$ cat config.mk
export PLATFORM = sky130hd
export DESIGN_NAME = sw_sel_cfg_loader
export DESIGN_NICKNAME = d
export VERILOG_FILES = /design/src/rtl/sw_sel_cfg_loader.sv
export SDC_FILE = /design/constraint.sdc
export NUM_CORES = 1
export LEC_CHECK = 0
export BUFFER_PORTS_ARGS = -buffer_cell sky130_fd_sc_hd__clkbuf_2
export CORE_MARGIN = 2
export CORE_UTILIZATION = 30
export DETAILED_ROUTE_END_ITERATION = 6
export PLACE_DENSITY = 0.47
export SYNTH_ARGS = -nofsm -noshare
export SYNTH_HDL_FRONTEND = slang
export SYNTH_SLANG_ARGS = --single-unit
$ cat constraint.sdc
create_clock -name clk -period 3.4 [get_ports clk]
set_input_delay 0.85 -clock clk [delete_from_list [all_inputs] [get_ports clk]]
set_output_delay 0.85 -clock clk [all_outputs]
set_load 0.05 [all_outputs]
$ cat src/rtl/sw_sel_cfg_loader.sv
// Config loader for one CGRA switch: stages mux selects from the config bus
// into a shadow buffer and copies them to the active selects on commit.
module sw_sel_cfg_loader #(
  parameter int NUM_MUX      = 4,
  parameter int SEL_WIDTH    = 3,
  parameter int MAX_SEL      = 6,
  parameter int DATA_WIDTH   = 16,
  parameter int CFG_ID_WIDTH = 8,
  parameter int CFG_ID       = 0
) (
  input  logic                         clk,
  input  logic                         rst,
  input  logic                         cfg_valid,
  output logic                         cfg_ready,
  input  logic [DATA_WIDTH-1:0]        cfg_data,
  input  logic                         cfg_last,
  input  logic                         cfg_commit,
  input  logic                         cfg_err_clr,
  output logic [NUM_MUX*SEL_WIDTH-1:0] sel_out,
  output logic                         loaded,
  output logic                         cfg_done,
  output logic                         cfg_err
);

  localparam int PBITS = NUM_MUX * SEL_WIDTH;
  localparam int WORDS = (PBITS + DATA_WIDTH - 1) / DATA_WIDTH;
  localparam int SW    = WORDS * DATA_WIDTH;
  localparam int CW    = (WORDS > 1) ? $clog2(WORDS) : 1;

  typedef enum logic [1:0] {IDLE, SKIP, PAYLOAD, LOADED} state_t;

  state_t           state;
  logic [CW-1:0]    cnt;
  logic [SW-1:0]    stg;
  logic [SW-1:0]    stg_nxt;
  logic [PBITS-1:0] shadow;
  logic [PBITS-1:0] sel_fix;
  logic             bad;
  logic             xfer;
  logic             id_hit;
  logic             at_end;

  assign cfg_ready = (state != LOADED);
  assign xfer      = cfg_valid && cfg_ready;
  assign id_hit    = cfg_data[CFG_ID_WIDTH-1:0] == CFG_ID_WIDTH'(CFG_ID);
  assign at_end    = (cnt == CW'(WORDS - 1));

  always_comb begin
    stg_nxt = stg;
    for (int k = 0; k < WORDS; k++)
      if (cnt == CW'(k))
        stg_nxt[k*DATA_WIDTH +: DATA_WIDTH] = cfg_data;
  end

  // Out-of-range selects are forced to input 0 rather than passed through.
  always_comb begin
    sel_fix = '0;
    bad     = 1'b0;
    for (int i = 0; i < NUM_MUX; i++) begin
      if (shadow[i*SEL_WIDTH +: SEL_WIDTH] > SEL_WIDTH'(MAX_SEL))
        bad = 1'b1;
      else
        sel_fix[i*SEL_WIDTH +: SEL_WIDTH] = shadow[i*SEL_WIDTH +: SEL_WIDTH];
    end
  end

  always_ff @(posedge clk or posedge rst) begin
    if (rst) begin
      state    <= IDLE;
      cnt      <= '0;
      stg      <= '0;
      shadow   <= '0;
      sel_out  <= '0;
      loaded   <= 1'b0;
      cfg_done <= 1'b0;
      cfg_err  <= 1'b0;
    end else begin
      cfg_done <= 1'b0;
      // Later set assignments override this clear.
      if (cfg_err_clr) cfg_err <= 1'b0;
      unique case (state)
        IDLE: begin
          if (xfer) begin
            cnt <= '0;
            if (id_hit && !cfg_last) state <= PAYLOAD;
            else if (id_hit)         cfg_err <= 1'b1;
            else if (!cfg_last)      state <= SKIP;
          end
        end
        SKIP: begin
          if (xfer && cfg_last) state <= IDLE;
        end
        PAYLOAD: begin
          if (xfer) begin
            stg <= stg_nxt;
            if (!at_end) begin
              if (cfg_last) begin
                cfg_err <= 1'b1;
                state   <= IDLE;
              end else begin
                cnt <= cnt + CW'(1);
              end
            end else if (cfg_last) begin
              shadow <= stg_nxt[PBITS-1:0];
              loaded <= 1'b1;
              state  <= LOADED;
            end else begin
              cfg_err <= 1'b1;
              stg     <= '0;
              state   <= SKIP;
            end
          end
        end
        LOADED: begin
          if (cfg_commit) begin
            sel_out  <= sel_fix;
            loaded   <= 1'b0;
            cfg_done <= 1'b1;
            state    <= IDLE;
            if (bad) cfg_err <= 1'b1;
          end
        end
        default: state <= IDLE;
      endcase
    end
  end

endmodule

==> impl_metrics.env <==
export IMPL_outcome="finished, final reports clean"
export IMPL_rr_endpoint="shadow[1]$_DFFE_PP0P_"
export IMPL_hold_violations=0
export IMPL_worst_hold_path_type="reg -> reg"
export IMPL_htreeDepth=2
export IMPL_fillers=514
export IMPL_synth_fp_nets=195
export IMPL_syn_to_final_growth_pct=20.30
export IMPL_final_area_sq_um=1824
export IMPL_clockRootBuffer="clkbuf_8"
export IMPL_io_pins=38
export IMPL_fin_nets=228
export IMPL_post_route_period_util_pct=62.36
export IMPL_antenna_found_initial=0
export IMPL_report_final_slew_viol_count=0
export IMPL_slew_headroom_pct=48.42
export IMPL_drtPass1Iterations=4
export IMPL_clock_sinks=32
export IMPL_regArea_sq_um=800.8
export IMPL_powerDensity_nw_per_um2=561.9
export IMPL_clkLatencyLatePin_ps=280
export IMPL_post_cts_resized=0
export IMPL_timing_fmax_mhz=471.7
export IMPL_die_x_um=75.10
export IMPL_drc=0
export IMPL_ctsHoldBuffers=0
export IMPL_slowest_delay_ps=560
export IMPL_worstSetupStartpoint="state[0]$_DFFE_PP0P_"
export IMPL_synthDistinctLibCells=32
export IMPL_critPathSlowestCell="dfrtp_1"
export IMPL_hold_path_startpoint="sel_out[10]$_DFFE_PP0P_"
export IMPL_start_kind="flip-flop"
export IMPL_ant_nets=0
export IMPL_routed_wl_mm=3.243
export IMPL_overflow=0
export IMPL_synth_seq_cells=32
export IMPL_viasPerCell=4.434
export IMPL_gp_congestion=0.8556
export IMPL_cp_required_ps=2550
export IMPL_tritoncts="done"
export IMPL_design_core_area_sq_um=4786
export IMPL_cts_buffer_depth=2
export IMPL_leakage_nw=0.8849
export IMPL_cts_made_buffers=5
export IMPL_layout_common_cells="nand2_1 (74), clkbuf_2 (33), dfrtp_1 (32)"
export IMPL_antenna_cells=0
export IMPL_reg2regPathDepth=4
export IMPL_fp_dieH_um=75.10
export IMPL_holdPathEnd="sel_out[10]$_DFFE_PP0P_"
export IMPL_final_layout_size_suffix_gt1_share_pct=22.22
export IMPL_skew_ps=8.023
export IMPL_finalCriticalPeriod_ps=2120
export IMPL_reg2reg_from="cnt$_DFFE_PP0P_"
export IMPL_cts_setup_buffers=0
export IMPL_cp_cell_sequence="nand2_1 -> clkbuf_2"
export IMPL_final_common_cell="nand2_1"
export IMPL_clk_pin_slew_ps=70
export IMPL_dpl_cell_area_sq_um=1732
export IMPL_reg2reg_slack_ps=1580
export IMPL_setup_viol=0
export IMPL_grt_pass1_vias=1165
export IMPL_worst_setup_path_type="reg -> out"
export IMPL_dieArea_sq_um=5639
export IMPL_finalSetupTns_ps=0
export IMPL_yosys_warnings=0
export IMPL_path_max_fanout=11
export IMPL_tightest_slew_ps=771.5
export IMPL_multiInputGateArea_sq_um=663.1
export IMPL_grt_max_degree=33
export IMPL_netlist_area_leader_share_pct=52.81
export IMPL_dp_final_hpwl_mm=2.376
export IMPL_vias=1215
export IMPL_track_usage_pct=12.84
export IMPL_rsz0062_at_grt="false"
export IMPL_ys_seq_area_share_pct=52.81
export IMPL_wire_per_inst_um=11.84
export IMPL_io_buffers=33
export IMPL_yosys_area_top_type="dfrtp_1"
export IMPL_drv_cap=0
export IMPL_drtIter0Drc=61
export IMPL_synth_area_per_cell_sq_um=8.766
export IMPL_arrival_ps=1270
export IMPL_critPathCaptureType="primary output"
export IMPL_grt_first_pass_wirelength_mm=5.347
export IMPL_row_count=25
export IMPL_start_util_pct=31.69
export IMPL_ir_worst_vdd_uv=203.4
export IMPL_worstHoldPathCells=2
export IMPL_syn_area_sq_um=1516
export IMPL_ys_top_cells_by_area="dfrtp_1 (53%), nand2_1 (18%), o21ai_0 (5.0%)"
export IMPL_synth_cells=173
-- registers in the layout, summed over array words and instances, names as in the netlist --
register	count
sel_out	12
shadow	12
state	2
stg	2
cfg_done	1
cfg_err	1
cnt	1
loaded	1
-- critical path: cells and delay by family (launching register included) --
kind / cells / cell delay, ps
and+or+nand+nor: 1 / 160
buffers and inverters: 1 / 270
DFF: 1 / 560
-- layout make-up --
class                      instances  share of cell area (%)
clock inverter                     2                  0.5487
sequential                        32                   43.90
inverter                           3                  0.6173
multi-input combinational        130                   36.35
clock buffer                       6                   4.527
tap                               67                   4.595
timing repair buffer              34                   9.465
-- how the worst max path moves through the flow --
stage	endpoint	slack (ps)	cells after the start
4_1_cts	cfg_ready	1250	2
2_1_floorplan	state[0]$_DFFE_PP0P_	1460	4
3_5_place_dp	shadow[1]$_DFFE_PP0P_	1200	5
5_1_grt	cfg_ready	1190	2
3_3_place_gp	shadow[1]$_DFFE_PP0P_	1260	5
6_report	cfg_ready	1280	2
-- metrics by stage --
stage	hold WS [ps]	cells	power (mW)	util [%]	setup slack [ps]
after floorplan	496.8	173	0.6798	-	1463
after global placement	462.1	266	0.7296	36.18	1261
after detailed placement	470.1	266	0.7393	36.18	1197
after CTS	484.2	274	1.044	38.12	1250
after global routing	511.4	274	1.098	38.12	1187
final	473.8	274	1.025	38.12	1280
-- synth_stat cells --
cell,count
nand2_1,74
dfrtp_1,32
o21ai_0,15
nand3_1,5
a22o_1,4
nor2_1,4
buf_2,3
clkbuf_1,3
inv_1,3
nand3b_1,3
nor2b_1,3
a21oi_1,2
buf_4,2
mux2i_1,2
a2111oi_0,1
a211o_1,1
a211oi_1,1
a21boi_0,1
a221oi_2,1
and2_1,1
mux2_2,1
nand2b_1,1
nand4b_1,1
nor3_1,1
nor3b_1,1
nor4bb_4,1
o211ai_1,1
o21ai_1,1
o22ai_1,1
or4_1,1
or4_4,1
xnor2_1,1
-- power breakdown --
group | internal [mW] | switching (mW)
combinational | 0.0716 | 0.139
clock | 0.161 | 0.136
sequential | 0.444 | 0.0737
total | 0.677 | 0.348
-- layer usage --
metal  part of all wire [%]  track usage [%]  wire, um
met1                     49            16.88      1602
met2                     43            19.10      1400
met3                    6.8            5.087       221
met4                   0.59            4.762        19
met5                      0                0         0
-- cells by family (layout without fill, tap and decap cells) --
| group | Yosys count | in the layout | share of synthesized area [%] |
|---|---|---|---|
| simple gates | 97 | 97 | 28.80 |
| flops | 32 | 32 | 52.81 |
| compound gates | 29 | 29 | 12.29 |
| buf+inv | 11 | 45 | 3.465 |
| mux | 3 | 3 | 2.063 |
| xor+xnor | 1 | 1 | 0.5777 |
No activity file was read; power rests on OpenSTA's default activity.
